### config.mk
export PLATFORM = sky130hd
export DESIGN_NAME = data_mem_arbiter
export DESIGN_NICKNAME = d
export VERILOG_FILES = /design/src/rtl/data_mem_arbiter_pkg.sv /design/src/rtl/data_mem_arbiter_id_fifo.sv /design/src/rtl/data_mem_arbiter.sv
export SDC_FILE = /design/constraint.sdc
export NUM_CORES = 1
export LEC_CHECK = 0
export ABC_AREA = 1
export CORE_AREA = 8 8 105 107
export DETAILED_ROUTE_END_ITERATION = 8
export DIE_AREA = 0 0 113 115
export GPL_TIMING_DRIVEN = 1
export HOLD_SLACK_MARGIN = 0.06
export PLACE_DENSITY = 0.7
export SLEW_MARGIN = 5
export SYNTH_ARGS = -nofsm -noshare
export SYNTH_HDL_FRONTEND = slang
export SYNTH_SLANG_ARGS = --single-unit
### constraint.sdc
create_clock -name clk -period 2.3 [get_ports clk]
set_clock_uncertainty 0.2 [all_clocks]
set_input_delay 0.46 -clock clk [delete_from_list [all_inputs] [get_ports clk]]
set_output_delay 0.46 -clock clk [all_outputs]
set_load 0.01 [all_outputs]
### src/rtl/data_mem_arbiter_pkg.sv
// Shared types and helpers for the data-memory port arbiter.
package data_mem_arbiter_pkg;

   // Arbitration policy; the encoding is the value of the ARB_MODE parameter.
   typedef enum logic {
      ARB_FIXED = 1'b0,  // lower requester index always wins
      ARB_RR    = 1'b1   // round robin starting after the last winner
   } arb_mode_t;

   // Width of a requester ID; never narrower than one bit.
   function automatic int id_width(input int n);
      return (n > 1) ? $clog2(n) : 1;
   endfunction

endpackage

### src/rtl/data_mem_arbiter_id_fifo.sv
// In-flight access tracker: remembers which requester owns each outstanding
// memory access, oldest at the head. Push and pop may happen in the same cycle.
module arb_id_fifo #(
   parameter int ID_W  = 1,
   parameter int DEPTH = 2
) (
   input  logic            clk,
   input  logic            rst,
   input  logic            push,
   input  logic [ID_W-1:0] push_id,
   input  logic            pop,
   output logic [ID_W-1:0] head_id,
   output logic            empty,
   output logic            full
);

   localparam int PTR_W = (DEPTH > 1) ? $clog2(DEPTH) : 1;
   localparam int CNT_W = $clog2(DEPTH + 1);

   logic [ID_W-1:0]  mem [DEPTH];
   logic [PTR_W-1:0] wr_ptr;
   logic [PTR_W-1:0] rd_ptr;
   logic [CNT_W-1:0] count;
   logic             do_push;
   logic             do_pop;

   // Pointers wrap at DEPTH, which need not be a power of two.
   function automatic logic [PTR_W-1:0] next_ptr(input logic [PTR_W-1:0] p);
      return (p == PTR_W'(DEPTH - 1)) ? '0 : p + 1'b1;
   endfunction

   assign empty   = (count == '0);
   assign full    = (count == CNT_W'(DEPTH));
   assign do_pop  = pop && !empty;
   assign do_push = push && (!full || do_pop);
   assign head_id = mem[rd_ptr];

   // Pointer and occupancy bookkeeping.
   // NOTE: state is updated with <= so every flop samples pre-edge values regardless of block order.
   always_ff @(posedge clk) begin
      if (rst) begin
         wr_ptr <= '0;
         rd_ptr <= '0;
         count  <= '0;
      end else begin
         if (do_push) wr_ptr <= next_ptr(wr_ptr);
         if (do_pop)  rd_ptr <= next_ptr(rd_ptr);
         if (do_push && !do_pop)      count <= count + 1'b1;
         else if (!do_push && do_pop) count <= count - 1'b1;
      end
   end

   // ID storage write port.
   // NOTE: storage is deliberately not reset; entries are only read once the count says they are valid.
   always_ff @(posedge clk) begin
      if (do_push) mem[wr_ptr] <= push_id;
   end

endmodule

### src/rtl/data_mem_arbiter.sv
// Shares one data-memory port between NUM_REQ requesters: combinational grant,
// request mux, in-order response routing through an ID FIFO, sticky error flag.
module data_mem_arbiter
   import data_mem_arbiter_pkg::*;
#(
   parameter int        NUM_REQ   = 2,
   parameter int        ADDR_W    = 32,
   parameter int        DATA_W    = 32,
   parameter int        MAX_OUTST = 2,
   parameter arb_mode_t ARB_MODE  = ARB_RR
) (
   input  logic                          clk,
   input  logic                          rst,
   input  logic [NUM_REQ-1:0]            req_i,
   input  logic [NUM_REQ-1:0]            lock_i,
   input  logic [NUM_REQ*ADDR_W-1:0]     addr_i,
   input  logic [NUM_REQ-1:0]            we_i,
   input  logic [NUM_REQ*DATA_W/8-1:0]   be_i,
   input  logic [NUM_REQ*DATA_W-1:0]     wdata_i,
   output logic [NUM_REQ-1:0]            gnt_o,
   output logic [NUM_REQ-1:0]            rvalid_o,
   output logic [DATA_W-1:0]             rdata_o,
   output logic                          mem_req_o,
   output logic [ADDR_W-1:0]             mem_addr_o,
   output logic                          mem_we_o,
   output logic [DATA_W/8-1:0]           mem_be_o,
   output logic [DATA_W-1:0]             mem_wdata_o,
   input  logic                          mem_rvalid_i,
   input  logic [DATA_W-1:0]             mem_rdata_i,
   output logic                          busy_o,
   output logic                          err_o
);

   localparam int BE_W = DATA_W / 8;
   localparam int ID_W = id_width(NUM_REQ);

   logic            rst_q;      // reset was asserted last cycle
   logic            out_en;     // outputs are live (not in reset or the cycle after)
   logic [ID_W-1:0] rr_ptr;     // last granted requester
   logic            lock_vld;
   logic [ID_W-1:0] lock_own;
   logic            err_q;
   logic            can_issue;
   logic            gnt_vld;
   logic [ID_W-1:0] gnt_idx;
   logic [ID_W-1:0] cand;
   logic [ID_W-1:0] head_id;
   logic            fifo_empty;
   logic            fifo_full;

   assign out_en = !rst && !rst_q;

   arb_id_fifo #(
      .ID_W  (ID_W),
      .DEPTH (MAX_OUTST)
   ) u_id_fifo (
      .clk     (clk),
      .rst     (rst),
      .push    (gnt_vld),
      .push_id (gnt_idx),
      .pop     (mem_rvalid_i),
      .head_id (head_id),
      .empty   (fifo_empty),
      .full    (fifo_full)
   );

   // Grant selection: lock owner first, then fixed priority or round robin.
   // NOTE: every variable gets a default at the top so no path leaves one unassigned (no latch).
   always_comb begin
      gnt_vld   = 1'b0;
      gnt_idx   = '0;
      cand      = '0;
      can_issue = !fifo_full || mem_rvalid_i;
      if (out_en && can_issue) begin
         if (lock_vld && req_i[lock_own]) begin
            gnt_vld = 1'b1;
            gnt_idx = lock_own;
         end else if (ARB_MODE == ARB_FIXED) begin
            // Walk from lowest to highest priority; the last hit wins.
            for (int k = NUM_REQ - 1; k >= 0; k--) begin
               cand = ID_W'(k);
               if (req_i[cand]) begin
                  gnt_vld = 1'b1;
                  gnt_idx = cand;
               end
            end
         end else begin
            // Offset 1 after the last winner has highest priority, so visit it last.
            for (int off = NUM_REQ; off >= 1; off--) begin
               cand = ID_W'((int'(rr_ptr) + off) % NUM_REQ);
               if (req_i[cand]) begin
                  gnt_vld = 1'b1;
                  gnt_idx = cand;
               end
            end
         end
      end
   end

   // Memory request mux and one-hot grant/response vectors.
   always_comb begin
      gnt_o       = '0;
      rvalid_o    = '0;
      mem_addr_o  = '0;
      mem_we_o    = 1'b0;
      mem_be_o    = '0;
      mem_wdata_o = '0;
      if (gnt_vld) gnt_o[gnt_idx] = 1'b1;
      if (out_en && mem_rvalid_i && !fifo_empty) rvalid_o[head_id] = 1'b1;
      for (int k = 0; k < NUM_REQ; k++) begin
         if (gnt_vld && gnt_idx == ID_W'(k)) begin
            mem_addr_o  = addr_i[k*ADDR_W +: ADDR_W];
            mem_we_o    = we_i[k];
            mem_be_o    = be_i[k*BE_W +: BE_W];
            mem_wdata_o = wdata_i[k*DATA_W +: DATA_W];
         end
      end
   end

   assign mem_req_o = gnt_vld;
   assign rdata_o   = out_en ? mem_rdata_i : '0;
   assign busy_o    = out_en && !fifo_empty;
   assign err_o     = out_en && err_q;

   // Remember reset for one cycle so outputs stay quiet right after it.
   always_ff @(posedge clk) begin
      rst_q <= rst;
   end

   // Arbitration history, lock ownership and the sticky orphan-response flag.
   always_ff @(posedge clk) begin
      if (rst) begin
         rr_ptr   <= ID_W'(NUM_REQ - 1);
         lock_vld <= 1'b0;
         lock_own <= '0;
         err_q    <= 1'b0;
      end else begin
         if (gnt_vld) begin
            rr_ptr   <= gnt_idx;
            lock_vld <= lock_i[gnt_idx];
            lock_own <= gnt_idx;
         end else if (lock_vld && !req_i[lock_own]) begin
            lock_vld <= 1'b0;
         end
         if (mem_rvalid_i && fifo_empty) err_q <= 1'b1;
      end
   end

endmodule

==> out/metrics.csv <==
stage,metric,value,unit
run_status,status,"complete, but fails checks",
run_status,failing checks,setup timing,
detailed_routing,DR pass1 iterations,4,
global_route,total gr overflow,0,
timing,RSZ-0062 raised after global routing,yes,
power,Sequential Power Share,17.7,%
layout,fill cell count,922,
min_path,worst hold path class,in2reg,
place,Inst Count DP,764,
power,power per cell area,309,nW/um^2
power,Net Sw Power,566,uW
floorplanning,Core Area,9460,sq um
detailed_routing,routed via count,3269,
detailed_routing,routed vias/inst,4.15,
clocking,Num CTS Buffers,3,
critical_path,R2R Setup Slk,440,ps
timing,Fmax,425,MHz
floorplanning,num rows,36,
critical_path,maximum fanout along the worst path,6,
layout,FF/Latch Area,268,sq um
logic_synthesis,post-synth net total,540,
clocking,H-tree levels,1,
floorplanning,chip width,113,um
detailed_routing,wire per inst,15.9,um
place,IO Port Bufs,284,
power,Sw Ratio,35.6,%
timing,fin crit share,102,%
clocking,CTS sink count,12,
logic_synthesis,Mapped Cells,362,
floorplanning,Die Y,115,um
timing,Slew @ Worst Pin,267,ps
power,Combinational Power Share,69.8,%
logic_synthesis,Yosys cell types,22,
layout,nets,852,
clocking,Root Buffer Master,clkbuf_8,
global_route,antenna violations before repair,0,
clocking,"CTS clk-pin slew, worst paths",50,ps
critical_path,Worst Path Required,1640,ps
clocking,CTS tree,built,
run,max_cap viols,0,
critical_path,CP arrival,1690,ps
layout,final instance area,5140,sq um
timing,Final Hold Fails,0,
logic_synthesis,Yosys reg bits,12,
floorplanning,die area,13000,sq um
timing,Fin Setup TNS,-434,ps
detailed_routing,# DRC,0,
clocking,CTS Hold Bufs,0,
layout,"commonest non-fill, non-tap cell in the layout",clkdlybuf4s50_1,
logic_synthesis,"Cell Area, Synth",1690,sq um
place,HPWL after detailed placement,9860,um
timing,min Tclk post-route,2350,ps
detailed_routing,Iteration-0 DRC Markers,154,
critical_path,kind of critical path,in2out,
layout,ANT cells,0,
global_route,first-pass GRT wire length,17400,um
logic_synthesis,"Seq/Total Area, Yosys",15.4,%
global_route,vias in the first global route,3275,
clocking,clk_lat worst skew,240,ps
floorplanning,Top Ports,285,
power,cell internal pwr,1.02,mW
layout,Area Overhead vs Synth,204,%
timing,relative slew slack,82.0,%
place,placed inst area,4810,sq um
timing,Final setup viols,28,
global_route,largest net degree at the start of global routing,34,
place,routability cong.,0.957,
layout,Final Non-Filler Cells,787,
layout,most frequent cells in the layout,"clkdlybuf4s50_1 (172), nand2_1 (169), nor2_1 (44)",
timing,final worst setup slack,-51.4,ps
power,power share of the clock group,12.5,%
critical_path,endpoint class of the critical path,output port,
timing,Max Slew Vio Count,0,
critical_path,crit start category,input port,
clocking,clock tree buffer depth,2,
layout,area occupied by multi-input gates,1370,sq um
power,"IR drop worst, VDD",0.212,mV
global_route,GRT Resource Usage Total,16.8,%
power,LEAKAGE,2.80,nW
detailed_routing,overall routed net length,12500,um
logic_synthesis,syn_area_per_cell,4.67,sq um
layout,fraction of layout instances using a drive strength above 1,26.9,%
power,Tot Pwr,1.59,mW
layout,final core occ,54.3,%
logic_synthesis,yosys warns,0,
detailed_routing,Routed Antenna Nets,0,
floorplanning,Initial Util,17.9,%
-- routing by layer --
metal | global-route usage, % | wire length (um)
met5 | 0 | 0
met4 | 3.46 | 101
met3 | 4.99 | 1230
met2 | 32.7 | 6680
met1 | 17.4 | 4480
-- power by group through the flow --
stage          combinational, mW  clock, mW  sequential, mW
6_report                    1.11      0.199           0.282
5_1_grt                     1.20      0.216           0.285
4_1_cts                     1.07      0.208           0.278
3_5_place_dp                1.04          0           0.280
3_3_place_gp                1.03          0           0.278
2_1_floorplan              0.339          0           0.280
-- synth_stat cells (all sizes together) --
master / n / area [sq um]
ha: 1 / 12.5
a21oi: 6 / 30.0
nand3: 6 / 30.0
dfxtp: 10 / 200
o21a: 1 / 7.51
buf: 14 / 87.6
o211ai: 1 / 7.51
o21ai: 6 / 30.0
edfxtp: 2 / 60.1
clkinv: 1 / 3.75
nand2: 215 / 810
nor2: 50 / 221
clkbuf: 3 / 11.3
xor2: 1 / 8.76
or2: 1 / 6.26
inv: 44 / 165
-- final timing paths --
kind / from / end / cells past startpoint
max: rst / mem_addr_o[13] / 11
min: rst / rst_q$_DFF_P_ / 2
max reg2reg: u_id_fifo.count[0]$_SDFFE_PP0P_ / u_id_fifo.count[1]$_SDFFE_PP0P_ / 11
min reg2reg: err_q$_SDFFE_PP0P_ / err_q$_SDFFE_PP0P_ / 2
-- cells by family after synthesis --
group / count (synthesis) / share of synthesized area (%)
and+or+nand+nor: 272 / 63.1
buffers and inverters: 62 / 15.8
AOI/OAI and AO/OA: 14 / 4.44
DFF: 12 / 15.4
xor gates and xnor gates: 1 / 0.518
adders and majority gates: 1 / 0.740
-- per-stage QoR --
| step | setup slack, ps | hold slack (ps) |
|---|---|---|
| 2_1_floorplan | 207 | 225 |
| 3_5_place_dp | -854 | 243 |
| 6_report | -51.4 | 244 |
| 4_1_cts | -146 | 252 |
| 5_1_grt | -115 | 245 |
| 3_3_place_gp | -861 | 231 |
-- repair_timing --
action,in CTS,in global routing
pin swaps,12,21
endpoints found under the hold margin,0,0
cloned,5,4
resized for setup,389,60
setup buffers,13,3
endpoints found under the setup margin,108,70
-- worst max-delay path: stages --
cell and delay (ps):
buf_6 100, nor2_4 130, nand2_4 90, nor2_4 120, inv_2 70, nor2_8 160
buf_12 160, clkbuf_16 160, nand2_1 50, nand2_1 80, buf_6 120
-- registers in the layout (all words and copies together), names as in the netlist, named ones only --
name / flops
u_id_fifo.count: 2
u_id_fifo.mem: 2
err_q: 1
lock_own: 1
lock_vld: 1
rr_ptr: 1
rst_q: 1
u_id_fifo.rd_ptr: 1
u_id_fifo.wr_ptr: 1
-- layout make-up --
class                   count  share of cell area (%)
inverters                  45                    3.29
repair buffers            324                    61.1
flip-flops and latches     12                    5.21
well taps                 114                    2.78
clock buffers               3                   0.804
multi-input cells         288                    26.7
clock inverters             1                  0.0730
Power figures use the tool's default switching activity.
==> RTL change, RTL diff (same settings) <==
Set the parameter `NUM_REQ` to 1 (it was 2).
--- a/src/rtl/data_mem_arbiter.sv
+++ b/src/rtl/data_mem_arbiter.sv
@@ -5,3 +5,3 @@
 #(
-   parameter int        NUM_REQ   = 2,
+   parameter int        NUM_REQ   = 1,
    parameter int        ADDR_W    = 32,
Interface: changed (8 resized); port bits go from 285 to 212. The function was not compared with the original's and may differ.
==> RTL change against the original RTL <==
- worst setup slack better by 0.10 ns
- combinational power down 42%
- power down 33%
- critical path depth fell by 7
- sequential power decreased by 20%
- wire length is 34% lower
- cell area decreased by 15%
- die area did not move
- area after synthesis increased by 18%
- sequential cell count is 1 lower
- critical endpoint is now rdata_o[9]
- largest cell class unchanged
==> RTL change: results (changes against the original RTL) <==
| Metric | Value |
|---|---|
| Crit Path Max Fanout | `1 (-5)` |
| R2r setup slk | `0.62 ns (+0.18 ns)` |
| Data arrival, critical path | `1.59 ns (-0.10 ns)` |
| Synth Area in XOR/XNOR | `0% (-0.52 points)` |
| All-Layer GR Usage | `11.9% (-4.9 points)` |
| Final setup margin | `0.0533 ns (+0.105 ns)` |
| Crit-path slowest cell | `clkdlybuf4s50_1` |
| Reg area | `241 µm² (-9.8%)` |
| Non-Clock Buffer Count | `243 (-25%)` |
| Drt total wl | `8200 µm (-34%)` |
| Seq/Total Area, Yosys | `12.1% (-3.3 points)` |
| Internal cell power | `0.695 mW (-32%)` |
| DP HPWL | `6950 µm (-30%)` |
| Post-synthesis net count | `392 (-27%)` |
| Clock buf count | `4 (+1)` |
| Clock buf/inv share | `1.03% (+0.16 points)` |
| CP top delay family | `buffers and inverters` |
| Reg2reg path depth | `9 (-2)` |
| Critical R2R Launch | `u_id_fifo.count[1]` |
| Post-synthesis mux area share | `0.565% (+0.57 points)` |
| CTS HTree Levels | `1 (unchanged)` |
| Post-DRT Antenna Nets | `0 (unchanged)` |
| Sequential Power Share | `21.3% (+3.6 points)` |
| Largest net degree at the start of global routing | `26 (-24%)` |
| Post-DR vias/cell | `3.63 (-13%)` |
| Status | `finished clean` |
| Share of cells above drive strength 1 | `35.4% (+8.5 points)` |
| Rel. slew slack | `85.1% (+3.0 points)` |
| Maximum vdd drop | `0.180 mV (-15%)` |
| Buffering overhead | `53.1% (-8.0 points)` |
| Logic inverters | `119 (+160%)` |
| Static leakage | `2.45 nW (-13%)` |
| Post-synth top cells | `inv_1 (114), nor2_4 (69), nor2_1 (47), nand2_1 (13), dfxtp_1 (9)` |
| Async SR Flop Fraction | `0% (unchanged)` |
| CTS Sinks | `11 (-1)` |
| Adder-Cell Fraction of Synth Area | `0.628% (-0.11 points)` |
| Multi-input gate area | `1150 µm² (-16%)` |
| Dpl ws | `-0.679 ns (+0.175 ns)` |
| Routability cong. | `0.781 (-18%)` |
| Filler Cells Inserted | `949 (+2.9%)` |
| Complex-gate fraction of the synthesized area | `1.26% (-3.2 points)` |
| Comb_multi_in | `145 (-50%)` |
| First-pass GRT wire length | `12,600 µm (-28%)` |
| Vias in the first global route | `2,436 (-26%)` |
| Largest stage delay on the critical path | `0.55 ns (+0.39 ns)` |
[RTL change: cell types whose count changed in the layout (fill, tap and decap cells not counted), moves of 6 or more]
cell,unedited run,this run
dlymetal6s2s_1,0,6
nand2_4,12,2
dlygate4sd2_1,38,27
nand2_1,169,13
clkdlybuf4s15_1,0,6
inv_1,41,113
nand2_2,34,0
buf_6,32,22
clkdlybuf4s50_1,172,104
nor2_4,3,69
[RTL change: worst max path at each step]
stage	start	endpoint	slack, ns	depth (start not counted)
2_1_floorplan	req_i	mem_addr_o[0]	0.38	7
3_5_place_dp	req_i	mem_wdata_o[21]	-0.68	9
3_3_place_gp	req_i	mem_wdata_o[21]	-0.67	9
6_report	mem_rdata_i[9]	rdata_o[9]	0.05	4
5_1_grt	mem_rdata_i[9]	rdata_o[9]	0.009	4
4_1_cts	rst_q	mem_wdata_o[22]	-0.02	11
[RTL change: timing repair]
action	CTS	global route
cloned	5	0
gates resized for setup	328	27
endpoints found under the setup margin	106	55
pin swaps	4	4
buffers inserted	16	0
[RTL change: layer usage]
layer | track usage [%] | up-vias | share of wire (%)
met1 | 11.6 | 990 | 34
met2 | 24.2 | 91 | 57
met5 | 0 | - | 0
li1 | - | 1218 | -
met4 | 2.40 | 0 | 1.1
met3 | 3.36 | 9 | 7.6
[RTL change: metrics by stage]
| step | instance area (µm²) | instances | setup TNS (ns) | power [mW] | hold WS [ns] |
|---|---|---|---|---|---|
| floorplan | 1990 | 285 | 0 | 0.515 | 0.230 |
| global placement | 4250 | 614 | -61.80 | 0.847 | 0.252 |
| detailed placement | 4250 | 614 | -61.92 | 0.860 | 0.263 |
| CTS | 4500 | 639 | -0.0182 | 1.11 | 0.230 |
| global route | 4350 | 636 | 0 | 1.14 | 0.232 |
| finish | 4350 | 636 | 0 | 1.07 | 0.238 |
